`src/rtl/branch_resolver.sv`:
```
// branch_resolver: in-order queue of fetch-time branch predictions checked
// against execute outcomes; flags mispredicts, redirects fetch and flushes.
module branch_resolver #(
    parameter int ADDR_W       = 64,
    parameter int DEPTH        = 4,
    parameter int FLUSH_CYCLES = 2,
    parameter int CNT_W        = 16
) (
    input  logic              clk,
    input  logic              reset,
    input  logic              pred_valid,
    input  logic              pred_taken,
    input  logic [ADDR_W-1:0] pred_target,
    input  logic [ADDR_W-1:0] pred_fallthru,
    output logic              pred_ready,
    input  logic              res_valid,
    input  logic              res_taken,
    input  logic [ADDR_W-1:0] res_target,
    output logic              mispredict,
    output logic [ADDR_W-1:0] redirect_pc,
    output logic              flush,
    output logic              upd_valid,
    output logic              upd_taken,
    output logic [CNT_W-1:0]  branch_cnt,
    output logic [CNT_W-1:0]  miss_cnt,
    output logic              err_underflow
);
    localparam int PTR_W = $clog2(DEPTH);
    localparam int FC_W  = $clog2(FLUSH_CYCLES + 1);
    localparam logic [PTR_W:0]  FULL_CNT = (PTR_W + 1)'(DEPTH);
    localparam logic [FC_W-1:0] FC_LAST  = FC_W'(FLUSH_CYCLES - 1);

    typedef enum logic {S_RUN, S_FLUSH} state_t;

    typedef struct packed {
        logic              taken;
        logic [ADDR_W-1:0] target;
        logic [ADDR_W-1:0] fallthru;
    } entry_t;

    entry_t           mem [DEPTH];
    state_t           state;
    logic [PTR_W-1:0] wr_ptr;
    logic [PTR_W-1:0] rd_ptr;
    logic [PTR_W:0]   count;
    logic [FC_W-1:0]  flush_left;

    entry_t head;
    logic   push;
    logic   resolve;
    logic   underflow;
    logic   miss;

    // Handshake and flush depend only on registered state, never on inputs.
    assign pred_ready = (state == S_RUN) && (count < FULL_CNT);
    assign flush      = (state == S_FLUSH);

    assign head      = mem[rd_ptr];
    assign push      = pred_valid && pred_ready;
    assign resolve   = (state == S_RUN) && res_valid && (count != '0);
    assign underflow = (state == S_RUN) && res_valid && (count == '0);
    assign miss      = resolve && ((res_taken != head.taken) ||
                                   (res_taken && (res_target != head.target)));

    // NOTE: the entry array carries no reset; occupancy lives in count and the
    // pointers, so stale slots are never read and the storage stays reset-free.
    always_ff @(posedge clk) begin
        if (push && !miss) begin
            mem[wr_ptr] <= '{taken: pred_taken, target: pred_target, fallthru: pred_fallthru};
        end
    end

    // NOTE: every register below is updated with <= so all of them see the
    // pre-edge values of each other, exactly like the flops they become.
    always_ff @(posedge clk) begin
        if (reset) begin
            state         <= S_RUN;
            wr_ptr        <= '0;
            rd_ptr        <= '0;
            count         <= '0;
            flush_left    <= '0;
            mispredict    <= 1'b0;
            redirect_pc   <= '0;
            upd_valid     <= 1'b0;
            upd_taken     <= 1'b0;
            branch_cnt    <= '0;
            miss_cnt      <= '0;
            err_underflow <= 1'b0;
        end else begin
            mispredict <= 1'b0;
            upd_valid  <= 1'b0;

            if (resolve) begin
                upd_valid <= 1'b1;
                upd_taken <= res_taken;
                if (branch_cnt != '1) branch_cnt <= branch_cnt + CNT_W'(1);
            end

            if (underflow) err_underflow <= 1'b1;

            if (miss) begin
                // Everything younger than the head is wrong-path, including a same-cycle push.
                mispredict  <= 1'b1;
                redirect_pc <= res_taken ? res_target : head.fallthru;
                if (miss_cnt != '1) miss_cnt <= miss_cnt + CNT_W'(1);
                wr_ptr      <= '0;
                rd_ptr      <= '0;
                count       <= '0;
                state       <= S_FLUSH;
                flush_left  <= FC_LAST;
            end else begin
                if (push)    wr_ptr <= wr_ptr + PTR_W'(1);
                if (resolve) rd_ptr <= rd_ptr + PTR_W'(1);
                case ({push, resolve})
                    2'b10:   count <= count + (PTR_W + 1)'(1);
                    2'b01:   count <= count - (PTR_W + 1)'(1);
                    default: count <= count;
                endcase

                if (state == S_FLUSH) begin
                    if (flush_left == '0) state <= S_RUN;
                    else flush_left <= flush_left - FC_W'(1);
                end
            end
        end
    end
endmodule

```
`config.mk`:
```
export PLATFORM = sky130hd
export DESIGN_NAME = branch_resolver
export DESIGN_NICKNAME = d
export VERILOG_FILES = /design/src/rtl/branch_resolver.sv
export SDC_FILE = /design/constraint.sdc
export NUM_CORES = 1
export LEC_CHECK = 0
export BUFFER_PORTS_ARGS = -buffer_cell sky130_fd_sc_hd__buf_2
export CORE_MARGIN = 3
export CORE_UTILIZATION = 58
export CTS_CLUSTER_DIAMETER = 120
export CTS_CLUSTER_SIZE = 8
export DETAILED_ROUTE_END_ITERATION = 16
export PLACE_DENSITY = 0.85
export SLEW_MARGIN = 20
export SYNTH_ARGS = -nofsm -noshare
export SYNTH_HDL_FRONTEND = slang
export SYNTH_SLANG_ARGS = --single-unit
```
`constraint.sdc`:
```
create_clock -name clk -period 8.52 [get_ports clk]
set_input_delay 0 -clock clk [delete_from_list [all_inputs] [get_ports clk]]
set_output_delay 0 -clock clk [all_outputs]
set_load 0.01 [all_outputs]
```
# == Yosys cells after proc, flatten, opt, wreduce, memory -nomap -nowiden ==
# Memory sizes are Yosys's and may differ from the RTL's. A register that Yosys moved wholly into a read port is not among the register bits.
# Cells that the tools add are included.
# totals
regBits,110
ram_bits,516
input_bits,198
wordCells,65
memories,1
# mem_list
name,depth,width,read_ports,rd_ports_with_merged_regs,write_ports,line,rtl
mem,4,129,1,1,1,41,entry_t mem [DEPTH];
# op_classes
add_sub_neg,7
n_lt_le_gt_ge,1
eq_ne,7
mux,14
bitwise_logic,2
n_reduce_logical,20
# op_table
op,count
2-to-1 mux 64 bit,1
inequality test 64 bit,1
adder 16 x 1 -> 16 bit (second input constant),2
inequality test 16 bit (second input constant),2
2-to-1 mux 1 bit,10
logical AND 1 bit,8
AND reduction 2 bit,4
case mux 3 bit (2 select lines),1
adder 2 x 1 -> 2 bit (second input constant),2
2-to-1 mux 2 bit,2
nonzero test 2 bit,2
adder 3 x 1 -> 3 bit (second input constant),1
logical NOT 3 bit,1
less-than comparator 3 bit (second input constant),1
nonzero test 3 bit,1
subtractor 3 x 1 -> 3 bit (second input constant),1
== test 2 x 1 -> 1 bit (second input constant),1
== test 2 bit (second input constant),1
logical NOT 2 bit,1
inequality test 2 bit (second input constant),1
inverter 1 bit,2
OR reduction 2 bit,1
subtractor 2 x 1 -> 2 bit (second input constant),1
logical NOT 1 bit,1
2 further kinds,2

# == Depth between registers and ports, before layout ==
# Gate-level depths: netlist of run 1.
# logic_depth
depth_word,8
ltp_mapped,16
mapped_depth_nobuf,10

# == Worst setup path before layout of run 1 ==
# No wires, ideal clock.
# synth_path
kind,flip-flop to flip-flop
startpoint,reg with a tool-made name
endpoint,"mem mem[0][0] (netlist bit), enable pin"
arrival_ns,5.749
required_ns,8.016
setup_slack_ns,2.268
stages_incl_launch_ff,13
n_path_buf,5
path_cell_list,dfxtp_1 > buf_2 > buf_6 > buf_4 > buf_4 > mux4_2 > xnor2_1 > nand4_1 > nor4_1 > nand3_1 > clkbuf_1 > nand2_1 > and3_1
# synth_rtl
item,line
"end, declared",41

==> impl_summary.log, run 1 <==
[metrics] result of the run: finished, final reports clean
[metrics] initial antenna violation count: 8
[metrics] number of synthesis warnings: 0
[metrics] Leakage: roughly 11 nW
[metrics] setup repair after global routing missed its margin: no
[metrics] clock latency on the worst-skew pair: 0.62 ns
[metrics] proportion of layout cells with a drive suffix above 1: 0.3034
[metrics] I/O pin total: 300
[metrics] initial core utilization: 0.5938
[metrics] Max Clk Rate: approximately 180 MHz
[metrics] via/cell ratio: 6.232
[metrics] predominant post-synthesis flop cell: sky130_fd_sc_hd__edfxtp_1
[metrics] clock transition at the registers of the reported paths: approximately 0.050 ns
[metrics] Post-Place Worst Slack: between 2 and 3 ns
[metrics] first-pass GRT wire length: ~110 mm
[metrics] crit share post-route: 0.6688
[metrics] Post-Route WL: roughly 71 mm
[metrics] worst setup path class: flop to flop
[metrics] TritonCTS clock tree: built
[metrics] area of the die: between 0.04 and 0.05 mm²
[metrics] Floorplan Core Area: about 0.043 mm²
[metrics] area growth from synthesis to layout: 25.94%
[metrics] synthesized netlist net count: 1628
[metrics] root cell of the clock tree: sky130_fd_sc_hd__clkbuf_16
[metrics] buffer depth of the longest clock path: 3
[metrics] drt drc: 0
[metrics] Final Hold Viols: 0
[metrics] quantity of I/O buffers inserted on ports: 299
[metrics] global placer's final weighted congestion: about 0.85
[metrics] sequential share of the synthesized area: 0.7026
[metrics] detailed-route via count: 16180
[metrics] number of global-route vias before repair: about 17000
[metrics] Crit. End Element: flop
[metrics] DRT Pass-1 Iters: 5
[metrics] pin count of the biggest net entering global routing: 130
[metrics] number of violations of the max-capacitance limit: 0
[metrics] Final Max Slew Viols: 0
[metrics] mean post-synth cell area: 17.77 µm²
[metrics] IR Drop Worst-Case VDD: between 200 and 250 µV
[metrics] GRT Total Usage: 0.3067
[metrics] main area contributors after synthesis: sky130_fd_sc_hd__edfxtp_1 61%, sky130_fd_sc_hd__mux4_2 10%, sky130_fd_sc_hd__dfxtp_1 8.9%, sky130_fd_sc_hd__mux2i_1 4.3%, sky130_fd_sc_hd__a211oi_2 2.6%
[metrics] worst endpoint data arrival time: 5.93 ns
[metrics] gate count of the mapped netlist: approximately 1400
[metrics] class of the tightest hold or removal check: primary input to flop
[metrics] Async SR Flop Fraction: 0
[metrics] CP Max Fanout: between 60 and 70
[metrics] H-tree depth: 3
[metrics] final worst clock skew: approximately 0.038 ns
[metrics] TNS Setup: 0 ns
[metrics] count of flip-flops with a built-in enable after synthesis: a little over 500
[metrics] clock period minus worst slack: approximately 5.7 ns
[metrics] post-synthesis cell area: 0.02524 mm²
[metrics] power per unit of standard cell area: between 300 and 400 mW/mm²
[metrics] number of rows created at floorplan: 75
[metrics] TritonCTS buffer count: 88
[metrics] relative slew slack: 0.2743
[metrics] number of instances resized during post-cts repair: 0
[metrics] largest area contributor in the netlist: sky130_fd_sc_hd__edfxtp_1
[metrics] Die Span Y: around 210 µm
[metrics] post-synth top area share: 0.6138
[metrics] die extent in x: 214.6 µm
[metrics] drt first-iter violations: 2107
[metrics] crit path setup slack, layout: between 2 and 3 ns
[metrics] average detailed-routed wire length per instance: 27.38 µm
[metrics] count of different cell masters after synthesis: 62
[metrics] leftover overflow at the end of global routing: 0
[metrics] required time of the critical path: 8.75 ns
[metrics] sinks on the clock net: approximately 630
[metrics] number of nets at the end of the flow: 2144
[metrics] startpoint types: flop
[metrics] Worst-Margin Slew: around 1.1 ns
[metrics] synthesis-stage register bit count: 628
[metrics] Antenna Nets Post-Route: 0
[metrics] sum of net half-perimeters after detailed placement: between 40 and 50 mm
[metrics] number of endpoints failing setup at the final stage: 0
[power breakdown]
group,internal (mW),total (mW),switching (mW)
sequential,3.97,4.25,0.281
combinational,1.06,2.43,1.37
clock,1.98,3.26,1.28
[final timing paths]
kind / from / end / slack (ns) / cells after the start
worst min-delay path: res_target[48] / redirect_pc[48] / 0.03 / 3
worst min register to register: upd_taken / upd_taken / 0.46 / 2
worst max register to register: flop / mem[0][17] / 2.82 / 10
worst max-delay path: flop / mem[0][17] / 2.82 / 10
[cell usage in the layout (no fill, tap or decap), types with 4 or more instances in the layout]
cell,n
sky130_fd_sc_hd__nand3_1,21
sky130_fd_sc_hd__nand2_1,20
sky130_fd_sc_hd__a211oi_1,17
sky130_fd_sc_hd__and3_1,7
sky130_fd_sc_hd__dlygate4sd3_1,191
sky130_fd_sc_hd__a211oi_2,52
sky130_fd_sc_hd__nor4_1,6
sky130_fd_sc_hd__xor2_1,22
sky130_fd_sc_hd__nor2_1,43
sky130_fd_sc_hd__buf_2,297
sky130_fd_sc_hd__o21ai_0,5
sky130_fd_sc_hd__dfxtp_1,110
sky130_fd_sc_hd__inv_1,24
sky130_fd_sc_hd__diode_2,12
sky130_fd_sc_hd__xnor2_1,45
sky130_fd_sc_hd__nor2b_1,16
sky130_fd_sc_hd__and2_1,5
sky130_fd_sc_hd__or3_1,5
sky130_fd_sc_hd__o22ai_1,6
sky130_fd_sc_hd__buf_4,10
sky130_fd_sc_hd__edfxtp_1,516
sky130_fd_sc_hd__buf_12,5
sky130_fd_sc_hd__nor3_2,6
sky130_fd_sc_hd__ha_1,8
sky130_fd_sc_hd__mux2i_1,108
sky130_fd_sc_hd__mux4_2,112
sky130_fd_sc_hd__nor3_1,16
sky130_fd_sc_hd__and3_4,4
sky130_fd_sc_hd__a21oi_1,79
sky130_fd_sc_hd__inv_6,4
sky130_fd_sc_hd__mux2_2,14
sky130_fd_sc_hd__nand2b_1,4
sky130_fd_sc_hd__clkbuf_16,89
sky130_fd_sc_hd__clkbuf_1,66
sky130_fd_sc_hd__nand4_1,18
[sequential cells by signal, indices dropped and copies added, names as in the netlist, named ones only]
signal	flops
miss_cnt	16
branch_cnt	16
count	3
mispredict	1
err_underflow	1
flush	1
flush_left	2
redirect_pc	64
wr_ptr	2
upd_taken	1
rd_ptr	2
upd_valid	1
mem	516
[logic make-up after synthesis]
family          after synthesis  synth area share
flops                       628            0.7026
mux                         234            0.1490
compound gates              193           0.06067
buf+inv                     105           0.02032
xor+xnor                     67           0.02325
simple gates                185           0.03940
fa+ha+maj                     9          0.004758
[synth_stat cells (6+ instances only)]
master,n
sky130_fd_sc_hd__buf_6,8
sky130_fd_sc_hd__nor2_1,44
sky130_fd_sc_hd__clkbuf_1,37
sky130_fd_sc_hd__mux4_2,112
sky130_fd_sc_hd__a211oi_1,17
sky130_fd_sc_hd__nor3_1,16
sky130_fd_sc_hd__nand3_1,22
sky130_fd_sc_hd__nand2_1,20
sky130_fd_sc_hd__edfxtp_1,516
sky130_fd_sc_hd__and3_1,11
sky130_fd_sc_hd__ha_1,8
sky130_fd_sc_hd__nor2b_1,16
sky130_fd_sc_hd__buf_1,8
sky130_fd_sc_hd__mux2i_1,108
sky130_fd_sc_hd__nor3_2,6
sky130_fd_sc_hd__o22ai_1,6
sky130_fd_sc_hd__mux2_2,14
sky130_fd_sc_hd__buf_2,17
sky130_fd_sc_hd__xor2_1,22
sky130_fd_sc_hd__nor4_1,6
sky130_fd_sc_hd__nand4_1,18
sky130_fd_sc_hd__xnor2_1,45
sky130_fd_sc_hd__a211oi_2,52
sky130_fd_sc_hd__a21oi_1,79
sky130_fd_sc_hd__buf_4,10
sky130_fd_sc_hd__inv_1,24
sky130_fd_sc_hd__dfxtp_1,112
[worst max-delay path: stages (launching register included)]
cell and delay, ns:
sky130_fd_sc_hd__dfxtp_4 0.88, sky130_fd_sc_hd__buf_12 0.43, sky130_fd_sc_hd__mux4_2 0.58, sky130_fd_sc_hd__xnor2_1 0.20, sky130_fd_sc_hd__nand4_1 0.11, sky130_fd_sc_hd__or4_1 0.55, sky130_fd_sc_hd__nor4_1 0.53, sky130_fd_sc_hd__nand3_4 0.12
sky130_fd_sc_hd__nand2_1 0.20, sky130_fd_sc_hd__and3_4 0.89, sky130_fd_sc_hd__buf_4 0.63
[final cells by class]
type	instances	area, µm²
inverter	25	93.84
clock inverter	5	65.06
sequential	628	17740
clock buffer	155	2475
tap	577	721.9
antenna	12	30.03
fill	2355	10720
multi-input combinational	688	7039
timing repair buffer	506	3623
[layer usage]
layer	GRT usage	wire length, µm
met5	0	0
met1	0.3913	25170
met3	0.06929	7185
met2	0.5089	35220
met4	0.1379	3501
[through the flow]
step                      cells  total power, mW    util  hold WS, ns  area, µm²
after global routing       2592            10.29  0.7477      0.01333      31780
after global placement     2232            6.452  0.6417       0.2120      27280
final                      2596            9.940  0.7479      0.02581      31790
after detailed placement   2232            6.550  0.6417       0.2171      27280
after CTS                  2583            9.873  0.7465     0.004698      31730
after floorplan            1421            5.897       -      0.09887      25240
[timing repair]
item                      CTS  global route
hold endpoints to repair  609             0
hold buffers              191             0
setup buffers               0             0
Power figures use the tool's default switching activity.
==> run 2: changes to the inputs <==
==> constraint.sdc (replaced) <==
create_clock -name clk -period 5.45 [get_ports clk]
set_input_delay 0 -clock clk [delete_from_list [all_inputs] [get_ports clk]]
set_output_delay 0 -clock clk [all_outputs]
set_load 0.01 [all_outputs]
==> run 2 against run 1 <==
Via count rose by 1.3%. Clock skew fell by 0.014 ns. Final area rose by 1.4%. Critical path depth did not move. Die area did not move. Utilization rose by 1.1 points. Setup slack got worse by 2.4 ns. Cell count rose by 1.3%. Power rose by 59%. Sequential share of layout area fell by 0.79 points. Maximum frequency rose by 12%. Critical path type unchanged. Largest power group unchanged.
==> impl_summary.log, run 2 (synthesized netlist as in run 1, its figures left out) <==
[metrics] crit share post-route: 0.9294 (+0.2606)
[metrics] first-pass GRT wire length: 107.8 mm (+1.6%)
[metrics] minimum hold slack: 0.1098 ns (+0.08401 ns)
[metrics] clock latency on the worst-skew pair: 0.61 ns (about the same)
[metrics] sinks on the clock net: 628 (unchanged)
[metrics] startpoint types: flop
[metrics] number of rows created at floorplan: 75 (unchanged)
[metrics] initial core utilization: 0.5938 (unchanged)
[metrics] number of global-route vias before repair: 16800 (+0.56%)
[metrics] end-of-flow core utilization: 0.7587 (+0.01080)
[metrics] Post-Route WL: 71.84 mm (+1.1%)
[metrics] number of nets at the end of the flow: 2182 (+1.8%)
[metrics] number of buffers inserted by hold repair at cts: 209 (+9.4%)
[metrics] DRT Pass-1 Iters: 5 (unchanged)
[metrics] Regs by FF count: mem: 516 flops, redirect_pc: 64 flops
[metrics] IR Drop Worst-Case VDD: 354.0 µV (+55%)
[metrics] die extent in x: 214.6 µm (unchanged)
[metrics] worst setup path class: flop to flop
[metrics] clock transition at the registers of the reported paths: 0.05 ns (about the same)
[metrics] area growth from synthesis to layout: 27.76%
[metrics] initial antenna violation count: 13 (+5)
[metrics] GRT Total Usage: 0.3103 (+0.003613)
[metrics] pin count of the biggest net entering global routing: 73 (-44%)
[metrics] flip-flop count of the largest register after layout: 516 (unchanged)
[metrics] final worst clock skew: 0.02333 ns (-0.01421 ns)
[metrics] quantity of I/O buffers inserted on ports: 299 (unchanged)
[metrics] Post-CTS Repair Setup Buffers: 0 (unchanged)
[metrics] Worst-Margin Slew: 1.056 ns (-0.03280 ns)
[metrics] required time of the critical path: 5.99 ns (-2.76 ns)
[metrics] Final Max Slew Viols: 0 (unchanged)
[metrics] sum of net half-perimeters after detailed placement: 42.06 mm (+1.8%)
[metrics] average detailed-routed wire length per instance: 27.33 µm (-0.20%)
[metrics] number of instances resized during post-cts repair: 0 (unchanged)
[metrics] class of the tightest hold or removal check: primary input to flop
[metrics] clock period minus worst slack: 5.065 ns (-0.6328 ns)
[metrics] CP Max Fanout: 36 (-45%)
[metrics] overall power of the completed layout: 15.78 mW (+59%)
[metrics] Floorplan Core Area: 0.04251 mm² (unchanged)
[metrics] Max Clk Rate: 197.4 MHz (+12%)
[metrics] leftover overflow at the end of global routing: 0 (unchanged)
[metrics] number of violations of the max-capacitance limit: 0 (unchanged)
[metrics] power per unit of standard cell area: 489.3 mW/mm² (+57%)
[metrics] TritonCTS buffer count: 88 (unchanged)
[metrics] drt first-iter violations: 1773 (-16%)
[metrics] final non-filler cell area: 0.03225 mm² (+1.4%)
[metrics] result of the run: finished, final reports clean
[metrics] relative slew slack: 0.2961 (+0.02187)
[metrics] most frequent cells in the layout: 516 x sky130_fd_sc_hd__edfxtp_1, 297 x sky130_fd_sc_hd__buf_2, 209 x sky130_fd_sc_hd__dlygate4sd3_1
[metrics] H-tree depth: 3 (unchanged)
[metrics] number of endpoints failing setup at the final stage: 0 (unchanged)
[metrics] TritonCTS clock tree: built
[metrics] Leakage: 11.32 nW (+2.1%)
[metrics] buffer depth of the longest clock path: 3 (unchanged)
[metrics] area of the die: 0.04606 mm² (unchanged)
[metrics] Final Hold Viols: 0 (unchanged)
[metrics] commonest non-fill, non-tap cell in the layout: sky130_fd_sc_hd__edfxtp_1
[metrics] via/cell ratio: 6.232 (about the same)
[metrics] setup repair after global routing missed its margin: no
[metrics] Area after DPL: 0.02758 mm² (+1.1%)
[metrics] Antenna Nets Post-Route: 0 (unchanged)
[metrics] worst endpoint data arrival time: 5.60 ns (-0.33 ns)
[metrics] Die Span Y: 214.6 µm (unchanged)
[metrics] largest register by flop count: mem
[metrics] detailed-route via count: 16380 (+1.3%)
[metrics] proportion of layout cells with a drive suffix above 1: 0.3080 (+0.004593)
[metrics] drt drc: 0 (unchanged)
[metrics] TNS Setup: 0 ns (unchanged)
[metrics] root cell of the clock tree: sky130_fd_sc_hd__clkbuf_16
[metrics] I/O pin total: 300 (unchanged)
[metrics] global placer's final weighted congestion: 0.8621 (+1.7%)
[metrics] Crit. End Element: flop
==> run 2: layout make-up <==
cell class              count  area [µm²]
flip-flops and latches    628       17740
fillers                  2321       10260
multi-input cells         688        7039
repair buffers            544        4068
clock buffers             151        2439
well taps                 577       721.9
clock inverters             6       121.4
inverters                  25       93.84
diodes                     10       25.02
==> run 2: stage by stage <==
stage	cells	setup slack (ns)
6_report	2629	0.3847
5_1_grt	2627	0.01485
4_1_cts	2619	0.4041
3_5_place_dp	2253	0.5739
3_3_place_gp	2253	0.8408
2_1_floorplan	1421	0.6733
==> run 2: critical path: stages (launching register included) <==
cell and delay (ns):
sky130_fd_sc_hd__dfxtp_4 0.86, sky130_fd_sc_hd__buf_4 0.34, sky130_fd_sc_hd__mux4_2 0.54, sky130_fd_sc_hd__xnor2_1 0.20, sky130_fd_sc_hd__nand4_1 0.19, sky130_fd_sc_hd__or4_1 0.47, sky130_fd_sc_hd__nor4_2 0.44, sky130_fd_sc_hd__and3_1 0.66
sky130_fd_sc_hd__nor2_4 0.35, sky130_fd_sc_hd__a211oi_1 0.33, sky130_fd_sc_hd__dlygate4sd3_1 0.58
==> run 2: final timing paths <==
path                                      from               to  slack (ns)  cells after the start
worst max-delay path                      flop   redirect_pc[4]        0.38                     10
worst min-delay path            res_target[24]  redirect_pc[24]        0.11                      3
worst max register to register            flop   redirect_pc[4]        0.38                     10
worst min register to register       upd_taken        upd_taken        0.46                      2
==> run 2: per-layer routing <==
metal  global-route usage  wire [µm]  vias up
met2               0.5220      36780     1086
met4               0.1118       2524        8
met5                    0         47        -
met1               0.4081      26050     8283
li1                     -          -     6826
met3              0.06107       6432      181
==> run 2: power breakdown <==
group / leakage, nW / total (mW) / switching [mW] / internal [mW]
sequential: 5.63 / 6.62 / 0.430 / 6.19
clock: 1.21 / 5.12 / 2.04 / 3.07
combinational: 4.47 / 4.04 / 2.24 / 1.80
total: 11.3 / 15.8 / 4.71 / 11.1
